`src/rtl/button_pulse_conditioner.sv`:
```
// Synchronizes and debounces a raw push-button, emitting one count-enable pulse per
// press, optional auto-repeat pulses while held, and a pulse on accepted release.
module button_pulse_conditioner #(
  parameter int SYNC_STAGES     = 2,
  parameter int CNT_W           = 16,
  parameter int DEBOUNCE_CYCLES = 1000,
  parameter int REPEAT_DELAY    = 20000,
  parameter int REPEAT_PERIOD   = 5000
) (
  input  logic       i_clk,
  input  logic       i_reset_n,
  input  logic       i_button,
  input  logic       i_repeat_en,
  output logic       o_level,
  output logic       o_pulse,
  output logic       o_release,
  output logic [2:0] o_state
);

  typedef enum logic [2:0] {
    ST_IDLE         = 3'd0,
    ST_PRESS_WAIT   = 3'd1,
    ST_HELD         = 3'd2,
    ST_REPEAT       = 3'd3,
    ST_RELEASE_WAIT = 3'd4
  } state_t;

  localparam logic [CNT_W-1:0] DEB_LAST = CNT_W'(DEBOUNCE_CYCLES - 1);
  localparam logic [CNT_W-1:0] DLY_LAST = CNT_W'(REPEAT_DELAY - 1);
  localparam logic [CNT_W-1:0] PER_LAST = CNT_W'(REPEAT_PERIOD - 1);

  state_t                 state_q, state_d;
  logic [CNT_W-1:0]       cnt_q, cnt_d;
  logic                   level_q, level_d;
  logic                   pulse_q, pulse_d;
  logic                   release_q, release_d;
  logic [SYNC_STAGES-1:0] sync_q;
  logic                   s;

  assign s = sync_q[SYNC_STAGES-1];

  always_ff @(posedge i_clk or negedge i_reset_n) begin
    if (!i_reset_n) begin
      sync_q    <= '0;
      state_q   <= ST_IDLE;
      cnt_q     <= '0;
      level_q   <= 1'b0;
      pulse_q   <= 1'b0;
      release_q <= 1'b0;
    end else begin
      sync_q    <= {sync_q[SYNC_STAGES-2:0], i_button};
      state_q   <= state_d;
      cnt_q     <= cnt_d;
      level_q   <= level_d;
      pulse_q   <= pulse_d;
      release_q <= release_d;
    end
  end

  // The synchronized level is tested before the limit, so an abort beats completion.
  always_comb begin
    state_d   = state_q;
    cnt_d     = cnt_q;
    level_d   = level_q;
    pulse_d   = 1'b0;
    release_d = 1'b0;
    case (state_q)
      ST_IDLE: begin
        if (s) begin
          state_d = ST_PRESS_WAIT;
          cnt_d   = '0;
        end
      end
      ST_PRESS_WAIT: begin
        if (!s) begin
          state_d = ST_IDLE;
          cnt_d   = '0;
        end else if (cnt_q == DEB_LAST) begin
          state_d = ST_HELD;
          cnt_d   = '0;
          level_d = 1'b1;
          pulse_d = 1'b1;
        end else begin
          cnt_d = cnt_q + 1'b1;
        end
      end
      ST_HELD: begin
        if (!s) begin
          state_d = ST_RELEASE_WAIT;
          cnt_d   = '0;
        end else if (!i_repeat_en) begin
          cnt_d = '0;
        end else if (cnt_q == DLY_LAST) begin
          state_d = ST_REPEAT;
          cnt_d   = '0;
          pulse_d = 1'b1;
        end else begin
          cnt_d = cnt_q + 1'b1;
        end
      end
      ST_REPEAT: begin
        if (!s) begin
          state_d = ST_RELEASE_WAIT;
          cnt_d   = '0;
        end else if (!i_repeat_en) begin
          state_d = ST_HELD;
          cnt_d   = '0;
        end else if (cnt_q == PER_LAST) begin
          cnt_d   = '0;
          pulse_d = 1'b1;
        end else begin
          cnt_d = cnt_q + 1'b1;
        end
      end
      ST_RELEASE_WAIT: begin
        // A bounce back to pressed returns to HELD with the repeat timer restarted.
        if (s) begin
          state_d = ST_HELD;
          cnt_d   = '0;
        end else if (cnt_q == DEB_LAST) begin
          state_d   = ST_IDLE;
          cnt_d     = '0;
          level_d   = 1'b0;
          release_d = 1'b1;
        end else begin
          cnt_d = cnt_q + 1'b1;
        end
      end
      default: begin
        state_d = ST_IDLE;
        cnt_d   = '0;
      end
    endcase
  end

  assign o_level   = level_q;
  assign o_pulse   = pulse_q;
  assign o_release = release_q;
  assign o_state   = state_q;

endmodule

```
`config.mk`:
```
export PLATFORM = sky130hd
export DESIGN_NAME = button_pulse_conditioner
export DESIGN_NICKNAME = d
export VERILOG_FILES = /design/src/rtl/button_pulse_conditioner.sv
export SDC_FILE = /design/constraint.sdc
export NUM_CORES = 1
export LEC_CHECK = 0
export BUFFER_PORTS_ARGS = -buffer_cell sky130_fd_sc_hd__buf_2
export CAP_MARGIN = 0
export CORE_UTILIZATION = 37
export CTS_BUF_LIST = sky130_fd_sc_hd__clkbuf_2 sky130_fd_sc_hd__clkbuf_4 sky130_fd_sc_hd__clkbuf_8
export CTS_CLUSTER_DIAMETER = 80
export DETAILED_ROUTE_END_ITERATION = 10
export GPL_ROUTABILITY_DRIVEN = 0
export PLACE_DENSITY = 0.52
export RECOVER_POWER = 100
export SLEW_MARGIN = 0
export SYNTH_ARGS = -nofsm -noshare
export SYNTH_HDL_FRONTEND = slang
export SYNTH_SLANG_ARGS = --single-unit
```
`constraint.sdc`:
```
create_clock -name i_clk -period 2.1 [get_ports i_clk]
set_clock_uncertainty 0.1 [all_clocks]
set_input_delay 0.21 -clock i_clk [delete_from_list [all_inputs] [get_ports i_clk]]
set_output_delay 0.21 -clock i_clk [all_outputs]
set_load 0.01 [all_outputs]
```
==> flow_metrics.tcl <==
set metrics [dict create \
    tritoncts_clock_tree "built" \
    critPathLaunchType "flip-flop" \
    most-common-layout-cells "sky130_fd_sc_hd__buf_4, sky130_fd_sc_hd__dfrtp_1, sky130_fd_sc_hd__nand2_1" \
    leakage_power_nw 0.7604 \
    critPathArrivalTime_ns 2.06 \
    worstSetupEndpointType "flip-flop" \
    htree_levels 1 \
    share_of_synthesized_area_occupied_by_flip_flops_and_latches_pct 41.96 \
    synth_top_cell_area_share_pct 41.96 \
    dp.cells 226 \
    via_density 5.919 \
    synth.area.top_cells "sky130_fd_sc_hd__dfrtp_1, sky130_fd_sc_hd__nand2_1, sky130_fd_sc_hd__nand4_1, sky130_fd_sc_hd__nor2_1, sky130_fd_sc_hd__o221ai_1" \
    clock.fmax_mhz 497.1 \
    timing.max_slew.rel_slack_pct 12.61 \
    first_drt_iteration_drcs 142 \
    yosys_warnings 0 \
    post_synth_num_cell_types 43 \
    synth_top_flop_cell "sky130_fd_sc_hd__dfrtp_1" \
    power-per-cell-area_nw_per_um2 728.6 \
    row_count 22 \
    cts_inserted_buffers 3 \
    antenna_cells 0 \
    timing.final.hold_violations 0 \
    fin_crit_ns 2.012 \
    place.detailed.hpwl_um 2819 \
    r2r_depth 6 \
    worst-endpoint-required_ns 2.15 \
    max_slew.worst_pin.slew_ns 1.311 \
    clock_sinks 24 \
    clkSlewWorstSetupHoldPaths_ns 0.08 \
    flow.area_growth_from_synthesis_pct 27.36 \
    first_pass_grt_wire_length_um 6506 \
    clock_tree.root_cell "sky130_fd_sc_hd__clkbuf_8" \
    whs_path_depth 0 \
    grt_start_max_net_pins 25 \
    most_common_cell_after_layout_fill_and_taps_aside "sky130_fd_sc_hd__buf_4" \
    max_cap_viol_count 0 \
    final_antenna_net_count 0 \
    core_um2 3689 \
    layout-drive-gt1-share_pct 27.42 \
    synth-edff-count 0 \
    post_synth.cell_area_avg_um2 9.355 \
    wire_per_inst_um 16.53 \
    layoutNonFillerInstCount 234 \
    clk_path_buf_depth 2 \
    rsz0062_at_grt "no" \
    die_x_um 64.20 \
    ir_drop_uv 384.8 \
    worst_hold_slack_ns 0.2615 \
    final_max_slew_viol_count 0 \
    hold_path.class "reg -> reg" \
    vias 1385 \
    clk_latency_ns 0.27 \
    floorplan.initialDensity_pct 38.81 \
    grt_overflow 0 \
    global_route.usage.total_pct 20.41 \
    grt_antenna_before_repair 0 \
    die-area_um2 4121 \
    asyncSetResetFlopFracSynth_pct 100.0 \
    synth-seq-cells 24 \
    postSynthNetCount 159 \
    route.detailed.drc 0 \
    first_global_vias 1376 \
    synthDominantAreaCellType "sky130_fd_sc_hd__dfrtp_1" \
    post_syn_instances 153 \
    dieHeight_um 64.20 \
    syn_area_um2 1431 \
    wirelength_um 3868 \
    critPathKind "reg -> reg" \
    finalSetupViolCount 0 \
    drt-pass1-iter-count 4 \
    io_buffers 9 \
    nets 194 \
    status "finished clean" \
    ios 10 \
    critical_path.max_fanout 7 \
    min_period_over_period_pct 95.79 \
]
[critical path, stage by stage (launching register included)]
cell and delay [ns]:
sky130_fd_sc_hd__dfrtp_1 0.39, sky130_fd_sc_hd__or4_4 0.55, sky130_fd_sc_hd__nor4_4 0.34, sky130_fd_sc_hd__buf_4 0.19, sky130_fd_sc_hd__nor2_4 0.05, sky130_fd_sc_hd__nor2_4 0.17
sky130_fd_sc_hd__o31ai_1 0.11
[Yosys cell counts (5+ instances only)]
master / instances
sky130_fd_sc_hd__o221ai_1: 5
sky130_fd_sc_hd__o31ai_1: 5
sky130_fd_sc_hd__nor2_1: 12
sky130_fd_sc_hd__nand4_1: 8
sky130_fd_sc_hd__dfrtp_1: 24
sky130_fd_sc_hd__clkbuf_1: 5
sky130_fd_sc_hd__and3_1: 5
sky130_fd_sc_hd__nor3_1: 6
sky130_fd_sc_hd__o21ai_0: 8
sky130_fd_sc_hd__nand3_1: 8
sky130_fd_sc_hd__nand2_1: 14
[stage by stage]
| stage | setup WS, ns | total power [mW] | setup TNS, ns | util, % | instance area (um2) |
|---|---|---|---|---|---|
| final | 0.08848 | 1.328 | 0 | 49.42 | 1823 |
| after global routing | 0.001497 | 1.427 | 0 | 49.42 | 1823 |
| after CTS | 0.008081 | 1.300 | 0 | 47.56 | 1754 |
| after detailed placement | -0.03698 | 1.008 | -0.04400 | 45.59 | 1682 |
| after global placement | 0.005297 | 1.007 | 0 | 45.59 | 1682 |
| after floorplan | 0.08155 | 0.8132 | 0 | - | 1431 |
[path summary, 6_finish.rpt]
kind	slack, ns	end	from
max	0.09	cnt_q[11]	cnt_q[7]
min	0.26	sync_q[1]	sync_q[0]
max reg2reg	0.09	cnt_q[11]	cnt_q[7]
min reg2reg	0.26	sync_q[1]	sync_q[0]
max in group asynchronous	0.39	cnt_q[6]	i_reset_n
min in group asynchronous	0.65	cnt_q[11]	i_reset_n
[what timing repair did]
item / in CTS / in global routing
hold buffers: 2 / 0
gates cloned: 0 / 1
endpoints found under the hold margin: 25 / 0
pin swaps: 0 / 4
resized for setup: 1 / 11
setup endpoints to repair: 3 / 17
buffers inserted: 0 / 2
[routing by layer]
metal | vias up | GRT usage (%) | wire length, um
li1 | 658 | - | -
met1 | 679 | 26.64 | 1735
met2 | 42 | 35.64 | 1908
met3 | 6 | 2.679 | 183
met4 | 0 | 4.722 | 40
met5 | - | 0 | 0
[power by group]
part	switching, mW	internal (mW)
clock	0.143	0.128
sequential	0.0289	0.497
combinational	0.312	0.220
total	0.484	0.845
[cells by family (layout without fill, tap and decap cells)]
kind of cell / after synthesis / in the layout / share of synthesized area, %
muxes: 1 / 1 / 0.6993
buffers and inverters: 12 / 44 / 4.458
adders and majority gates: 2 / 2 / 1.748
DFF: 24 / 24 / 41.96
xor gates and xnor gates: 5 / 5 / 3.060
and+or+nand+nor: 73 / 73 / 29.98
AOI/OAI and AO/OA: 36 / 37 / 18.09
[state kept, by name, summed over array words and instances (netlist names)]
signal	flops
sync_q	2
o_release	1
o_level	1
o_pulse	1
cnt_q	16
o_state	3
[final cells by class]
cell class                      instances  area [um2]
Inverter                                2       7.507
Timing Repair Buffer                   39       261.5
Tap cell                               48       60.06
Fill cell                             373        1866
Multi-Input combinational cell        118       850.8
Sequential cell                        24       601.8
Clock buffer                            3       41.29
(Power assumes the default switching activity.)
